`src/rtl/signed_logic_pkg.sv`:
```
// Shared opcode encoding for the signed logic unit family.
// The low four codes keep the legacy 2-bit select meaning.
package signed_logic_pkg;

    localparam int OP_W = 3;

    localparam logic [OP_W-1:0] OP_AND   = 3'b000;
    localparam logic [OP_W-1:0] OP_OR    = 3'b001;
    localparam logic [OP_W-1:0] OP_XOR   = 3'b010;
    localparam logic [OP_W-1:0] OP_NOTA  = 3'b011;
    localparam logic [OP_W-1:0] OP_NAND  = 3'b100;
    localparam logic [OP_W-1:0] OP_NOR   = 3'b101;
    localparam logic [OP_W-1:0] OP_XNOR  = 3'b110;
    localparam logic [OP_W-1:0] OP_PASSB = 3'b111;

endpackage

```
`src/rtl/signed_logic_core.sv`:
```
// Combinational bitwise operation plus zero / negative / parity flags.
// Signedness only matters for the negative flag (the MSB of the result).
module signed_logic_core
    import signed_logic_pkg::*;
#(
    parameter int WIDTH = 32
) (
    input  logic [WIDTH-1:0] a_i,
    input  logic [WIDTH-1:0] b_i,
    input  logic [OP_W-1:0]  op_i,
    output logic [WIDTH-1:0] result_o,
    output logic             flag_zero_o,
    output logic             flag_neg_o,
    output logic             flag_par_o
);

    always_comb begin
        result_o = '0;
        case (op_i)
            OP_AND:   result_o = a_i & b_i;
            OP_OR:    result_o = a_i | b_i;
            OP_XOR:   result_o = a_i ^ b_i;
            OP_NOTA:  result_o = ~a_i;
            OP_NAND:  result_o = ~(a_i & b_i);
            OP_NOR:   result_o = ~(a_i | b_i);
            OP_XNOR:  result_o = ~(a_i ^ b_i);
            default:  result_o = b_i;
        endcase
    end

    assign flag_zero_o = (result_o == '0);
    assign flag_neg_o  = result_o[WIDTH-1];
    assign flag_par_o  = ^result_o;

endmodule

```
`src/rtl/signed_logic_pipe.sv`:
```
// Two-stage signed logic unit with valid/ready flow control and a wrapping
// count of completed output handshakes.
module signed_logic_pipe
    import signed_logic_pkg::*;
#(
    parameter int WIDTH = 32,
    parameter int CNT_W = 16
) (
    input  logic             clk,
    input  logic             rst,
    input  logic             in_valid,
    output logic             in_ready,
    input  logic [WIDTH-1:0] a,
    input  logic [WIDTH-1:0] b,
    input  logic [OP_W-1:0]  op,
    output logic             out_valid,
    input  logic             out_ready,
    output logic [WIDTH-1:0] result,
    output logic             flag_zero,
    output logic             flag_neg,
    output logic             flag_par,
    output logic [CNT_W-1:0] op_count
);

    logic             s1_valid_q, s1_valid_d;
    logic [WIDTH-1:0] s1_a_q, s1_a_d;
    logic [WIDTH-1:0] s1_b_q, s1_b_d;
    logic [OP_W-1:0]  s1_op_q, s1_op_d;
    logic             s2_valid_q, s2_valid_d;
    logic [WIDTH-1:0] s2_result_q, s2_result_d;
    logic             s2_zero_q, s2_zero_d;
    logic             s2_neg_q, s2_neg_d;
    logic             s2_par_q, s2_par_d;
    logic [CNT_W-1:0] count_q, count_d;

    logic             s1_adv;
    logic             s2_adv;
    logic [WIDTH-1:0] core_result;
    logic             core_zero;
    logic             core_neg;
    logic             core_par;

    signed_logic_core #(.WIDTH(WIDTH)) u_core (
        .a_i         (s1_a_q),
        .b_i         (s1_b_q),
        .op_i        (s1_op_q),
        .result_o    (core_result),
        .flag_zero_o (core_zero),
        .flag_neg_o  (core_neg),
        .flag_par_o  (core_par)
    );

    // Ready propagates backwards combinationally so a full pipe shifts in one cycle.
    assign s2_adv   = !s2_valid_q || out_ready;
    assign s1_adv   = !s1_valid_q || s2_adv;
    assign in_ready = rst || s1_adv;

    always_comb begin
        s1_valid_d  = s1_valid_q;
        s1_a_d      = s1_a_q;
        s1_b_d      = s1_b_q;
        s1_op_d     = s1_op_q;
        s2_valid_d  = s2_valid_q;
        s2_result_d = s2_result_q;
        s2_zero_d   = s2_zero_q;
        s2_neg_d    = s2_neg_q;
        s2_par_d    = s2_par_q;
        count_d     = count_q;

        if (s1_adv) begin
            s1_valid_d = in_valid;
            if (in_valid) begin
                s1_a_d  = a;
                s1_b_d  = b;
                s1_op_d = op;
            end
        end

        if (s2_adv) begin
            s2_valid_d = s1_valid_q;
            if (s1_valid_q) begin
                s2_result_d = core_result;
                s2_zero_d   = core_zero;
                s2_neg_d    = core_neg;
                s2_par_d    = core_par;
            end
        end

        if (s2_valid_q && out_ready) begin
            count_d = count_q + CNT_W'(1);
        end
    end

    always_ff @(posedge clk) begin
        if (rst) begin
            s1_valid_q  <= 1'b0;
            s1_a_q      <= '0;
            s1_b_q      <= '0;
            s1_op_q     <= '0;
            s2_valid_q  <= 1'b0;
            s2_result_q <= '0;
            s2_zero_q   <= 1'b0;
            s2_neg_q    <= 1'b0;
            s2_par_q    <= 1'b0;
            count_q     <= '0;
        end else begin
            s1_valid_q  <= s1_valid_d;
            s1_a_q      <= s1_a_d;
            s1_b_q      <= s1_b_d;
            s1_op_q     <= s1_op_d;
            s2_valid_q  <= s2_valid_d;
            s2_result_q <= s2_result_d;
            s2_zero_q   <= s2_zero_d;
            s2_neg_q    <= s2_neg_d;
            s2_par_q    <= s2_par_d;
            count_q     <= count_d;
        end
    end

    assign out_valid = s2_valid_q;
    assign result    = s2_result_q;
    assign flag_zero = s2_zero_q;
    assign flag_neg  = s2_neg_q;
    assign flag_par  = s2_par_q;
    assign op_count  = count_q;

endmodule

```
`config.mk`:
```
export PLATFORM = sky130hd
export DESIGN_NAME = signed_logic_pipe
export DESIGN_NICKNAME = d
export VERILOG_FILES = /design/src/rtl/signed_logic_pkg.sv /design/src/rtl/signed_logic_core.sv /design/src/rtl/signed_logic_pipe.sv
export SDC_FILE = /design/constraint.sdc
export NUM_CORES = 1
export LEC_CHECK = 0
export CORE_UTILIZATION = 45
export CTS_BUF_LIST = sky130_fd_sc_hd__clkbuf_16
export DETAILED_ROUTE_END_ITERATION = 6
export PLACE_DENSITY_LB_ADDON = 0.3
export SLEW_MARGIN = 20
export SYNTH_ARGS = -nofsm -noshare
export SYNTH_HDL_FRONTEND = slang
export SYNTH_SLANG_ARGS = --single-unit
```
`constraint.sdc`:
```
create_clock -name clk -period 3.5 [get_ports clk]
set_clock_uncertainty 0.2 [all_clocks]
set_input_delay 0.525 -clock clk [delete_from_list [all_inputs] [get_ports clk]]
set_output_delay 0.525 -clock clk [all_outputs]
set_load 0.005 [all_outputs]
```
Word level (Yosys, flattened, before mapping) --
Cells that the tools add are included.
Storage, ports and cells: output and inout port bits 53, bits in registers 120, logic and storage cells 36
Operators by class: reductions and logical operators 11, add/subtract/negate cells 1, equal/unequal tests 6, bitwise gates (word level) 7, mux-type cells 1
Operators with widths (count):
- $pmux 32 s7 | 1
- $not 32->32 | 4
- $and 32x32->32 | 1
- $logic_not 32->1 | 1
- $or 32x32->32 | 1
- $reduce_xor 32->1 | 1
- $xor 32x32->32 | 1
- $add 16x1->16 const B | 1
- $eq 3x3->1 const B | 3
- $eq 3x2->1 const B | 2
- $reduce_and 2->1 | 2
- $eq 3x1->1 const B | 1
- $logic_not 3->1 | 1
- $logic_or 1x1->1 | 3
- $logic_not 1->1 | 2
- $logic_and 1x1->1 | 1

Longest topological paths before layout --
depth after elaboration 4, depth in mapped cells 13, gate-level depth less buffers 12

Cells and area by module --
From an unflattened synthesis, not the netlist that was laid out.
Second synthesis, totals: cells, all modules 995, area, all modules 7796.2 um^2
By module, submodules not included:
- signed_logic_pipe | cells an instance 541, times used 1, area an instance 4291.6 um^2, seq. area each 2402.3 um^2
- signed_logic_core | cells an instance 454, times used 1, area an instance 3504.6 um^2, seq. area each 0.0 um^2

Worst setup path after synthesis --
OpenSTA, ideal clock, no wires.
path type register to register, start reg s1_op_q[1], end reg s2_par_q (netlist: flag_par), period minus slack after synthesis 2.747 ns, arrival 2.461 ns, setup time 0.086 ns, stages on the path, launching flop included 13, slack 0.753 ns, path through dfxtp_1 -> buf_6 -> buf_6 -> mux2i_1 -> nor2_1 -> o21a_1 -> or3_1 -> ha_1 -> xnor2_1 -> xnor2_1 -> xnor2_1 -> xnor2_1 -> a211oi_1
On the way: longest elaborated chain between the ends 3
RTL lines:
- start, declared | line signed_logic_pipe.sv:28 | logic [OP_W-1:0] s1_op_q, s1_op_d;
- start signal, assigned | line signed_logic_pipe.sv:110 | s1_op_q <= s1_op_d;
- $eq 3x3->1, or another cell as far along | line signed_logic_core.sv:19 | case (op_i)
- $pmux 32 s7 (*) | line signed_logic_core.sv:19
- $reduce_xor 32->1 (*) | line signed_logic_core.sv:33 | assign flag_par_o = ^result_o;
- end signal, assigned | line signed_logic_pipe.sv:115 | s2_par_q <= s2_par_d;
- end, declared | line signed_logic_pipe.sv:33 | logic s2_par_q, s2_par_d;
Every way passes the cells marked *; elsewhere a longest branch is shown, timed or not. A chain may end at the register's enable or synchronous reset.

Final worst setup path --
start reg s1_op_q[0], end reg s2_par_q (netlist: flag_par)
Same word-level chain as after synthesis.

==> flow_metrics.py <==
metrics = {
    "logic_synthesis": {
        "syn_nets": 1108,
        "synth_edf_count": 0,
        "yosysSeqAreaShare_pct": 31.0,
        "syn_avg_cell_area_um2": 8.03,
        "synth_area_mm2": 0.00768,
        "ys_seq_elements": 119,
        "ys_warn_count": 0,
        "synth.distinct_cells": 45,
        "synth_cells": 956,
        "async_flop_share_pct": 0,
        "ys.flop_type": "dfxtp_1",
    },
    "global_routing": {
        "first_global_vias": 6593,
        "groute.usage.overall_pct": 22.8,
        "grt_first_pass_wirelength_um": 32100,
        "grt_max_degree": 72,
        "grt.overflow.total": 0,
        "antenna_found_initial": 0,
    },
    "die": {
        "io_pins": 124,
        "fp.dieArea_mm2": 0.0176,
        "start_util_pct": 46.2,
        "die_w_um": 133,
        "die_height_um": 133,
        "rows": 47,
        "coreArea_mm2": 0.0166,
    },
    "cts": {
        "cts_setup_buffers": 0,
        "path_clk_slew_ns": 0.05,
        "ctsHoldBuffers": 0,
        "ctsLongestPathBuffers": 2,
        "cts.sinks": 119,
        "cts_resized": 0,
        "cts_tree": "built",
        "root_buffer": "clkbuf_16",
        "worstSkewPairLatency_ns": 0.42,
        "cts_buffers": 17,
        "cts_htree_levels": 4,
    },
    "sta": {
        "final-hold-violation-count": 0,
        "rsz0062_at_grt": "no",
        "final-setup-viol-count": 0,
        "worst_slew_pin_slew_ns": 0.839,
        "max-slew-margin-rel_pct": 43.9,
        "post-route-min-period_ns": 3.08,
        "fin_tns_setup_ns": 0,
        "timing.fmax_mhz": 325,
        "finalCritPeriodShare_pct": 87.9,
        "slew_violations": 0,
        "hold_ws_ns": 0.252,
    },
    "worst_setup_path": {
        "cp_common_cell": "xnor2_1",
        "cp_slowest_cell": "dfxtp_2",
        "critPathKind": "reg -> reg",
        "critPathMaxStageDelay_ns": 0.51,
        "worstPathCellList": "buf_4, nand2_2, a2bb2oi_1, o211ai_1, o21ai_0, ha_1, xor2_1, xnor2_1, xnor2_1, xnor2_1, a211oi_1",
        "worstPathMaxFanout": 20,
        "critPathCaptureType": "flip-flop",
        "cp.required_ns": 3.64,
        "critPathArrivalTime_ns": 3.21,
        "startpoint_type": "flip-flop",
    },
    "route": {
        "final_antenna_net_count": 0,
        "drc": 0,
        "wirelength_um": 19500,
        "num_vias": 6942,
        "dr.first_iter.drc_count": 395,
        "wl_per_cell_um": 15.3,
        "vias_per_cell": 5.44,
        "first_pass_iters": 4,
    },
    "layout": {
        "fin_nets": 1198,
        "diodes": 0,
        "layout_common_cells": "197 x nand2_1, 122 x clkdlybuf4s50_1, 116 x dfxtp_1",
        "nFillCells": 1503,
        "final_common_cell": "nand2_1",
        "area_growth_pct": 25.2,
        "multiInputGateArea_mm2": 0.00470,
        "stdcell_area_mm2": 0.00962,
        "fin_util_pct": 57.8,
        "register_area_mm2": 0.00239,
        "drive_gt1_share_pct": 7.76,
    },
    "flow_run": {
        "drv_cap": 0,
    },
    "pwr": {
        "peakVddDrop_mv": 0.342,
        "power_density_mw_per_mm2": 421,
        "leakage_nw": 3.62,
    },
    "worst_hold_path": {
        "min_path_type": "reg -> reg",
    },
    "placed_design": {
        "gp_congestion": 0.808,
        "place_area_mm2": 0.00905,
        "hpwl_um": 14100,
        "io_buffers": 123,
    },
    "run_status": {
        "status": "completed",
    },
}
## Yosys cell counts, types with 20 or more instances
master | number | area, um2
mux2i_1 | 21 | 210
a2bb2oi_1 | 29 | 254
dfxtp_1 | 119 | 2380
a21oi_1 | 94 | 470
inv_1 | 65 | 244
nand2_1 | 198 | 743
o211ai_1 | 59 | 443
buf_2 | 21 | 105
nor2_1 | 20 | 75.1
o21ai_0 | 46 | 230
ha_1 | 81 | 1010
mux2_2 | 22 | 248
clkbuf_1 | 36 | 135
## stage by stage
| stage | setup WS, ns | instances | power, mW |
|---|---|---|---|
| after floorplan | 0.753 | 956 | 2.10 |
| after CTS | 0.430 | 1277 | 4.09 |
| after global routing | 0.213 | 1277 | 4.25 |
| after global placement | 0.536 | 1247 | 2.36 |
| final | 0.424 | 1277 | 4.05 |
| after detailed placement | 0.425 | 1247 | 2.38 |
## sequential cells by signal (all words and copies together) (netlist names)
signal and count:
result 32, s1_a_q 32, s1_b_q 32, op_count 16
s1_op_q 3, flag_par 1, flag_zero 1, out_valid 1
s1_valid_q 1
## path summary, 6_finish.rpt
path | startpoint | end | slack, ns | cells after the start
setup / recovery | s1_op_q[0]$_SDFFE_PP0P_ | flag_par$_SDFFE_PP0P_ | 0.42 | 11
hold / removal | result[21]$_SDFFE_PP0P_ | result[21]$_SDFFE_PP0P_ | 0.25 | 2
setup reg to reg | s1_op_q[0]$_SDFFE_PP0P_ | flag_par$_SDFFE_PP0P_ | 0.42 | 11
hold reg to reg | result[21]$_SDFFE_PP0P_ | result[21]$_SDFFE_PP0P_ | 0.25 | 2
## logic make-up after synthesis
kind of cell    Yosys count  synth area share (%)
compound gates          274                  23.4
simple gates            274                  15.4
mux                      44                  6.26
flops                   119                  31.0
fa+ha+maj                81                  13.2
buf+inv                 138                  7.82
xor+xnor                 26                  2.96
## final cells by class
cell class,count,share of cell area [%]
clock inverter,13,1.51
tap,220,2.86
multi-input combinational,699,48.9
sequential,119,24.8
inverter,65,2.54
timing repair buffer,144,14.9
clock buffer,17,4.42
## where the power goes
part           leakage [nW]  total [mW]  switching, mW  internal [mW]
sequential            0.975        1.50         0.0769           1.42
combinational          2.36       0.850          0.417          0.433
clock                 0.283        1.70          0.605           1.09
## routing by layer
| metal | routed length [um] | GRT usage (%) | up-vias |
|---|---|---|---|
| li1 | - | - | 3511 |
| met1 | 8960 | 28.5 | 3238 |
| met4 | 580 | 10.2 | 0 |
| met5 | 0 | 0 | - |
| met3 | 809 | 5.29 | 35 |
| met2 | 9190 | 37.4 | 158 |
## worst max-delay path: cells and delay by family (launching register included)
family,cells,cell delay [ns]
compound gates,4,0.75
xor+xnor,4,0.62
fa+ha+maj,1,0.33
buf+inv,1,0.29
flops,1,0.51
simple gates,1,0.29
No activity file was read; power rests on OpenSTA's default activity.
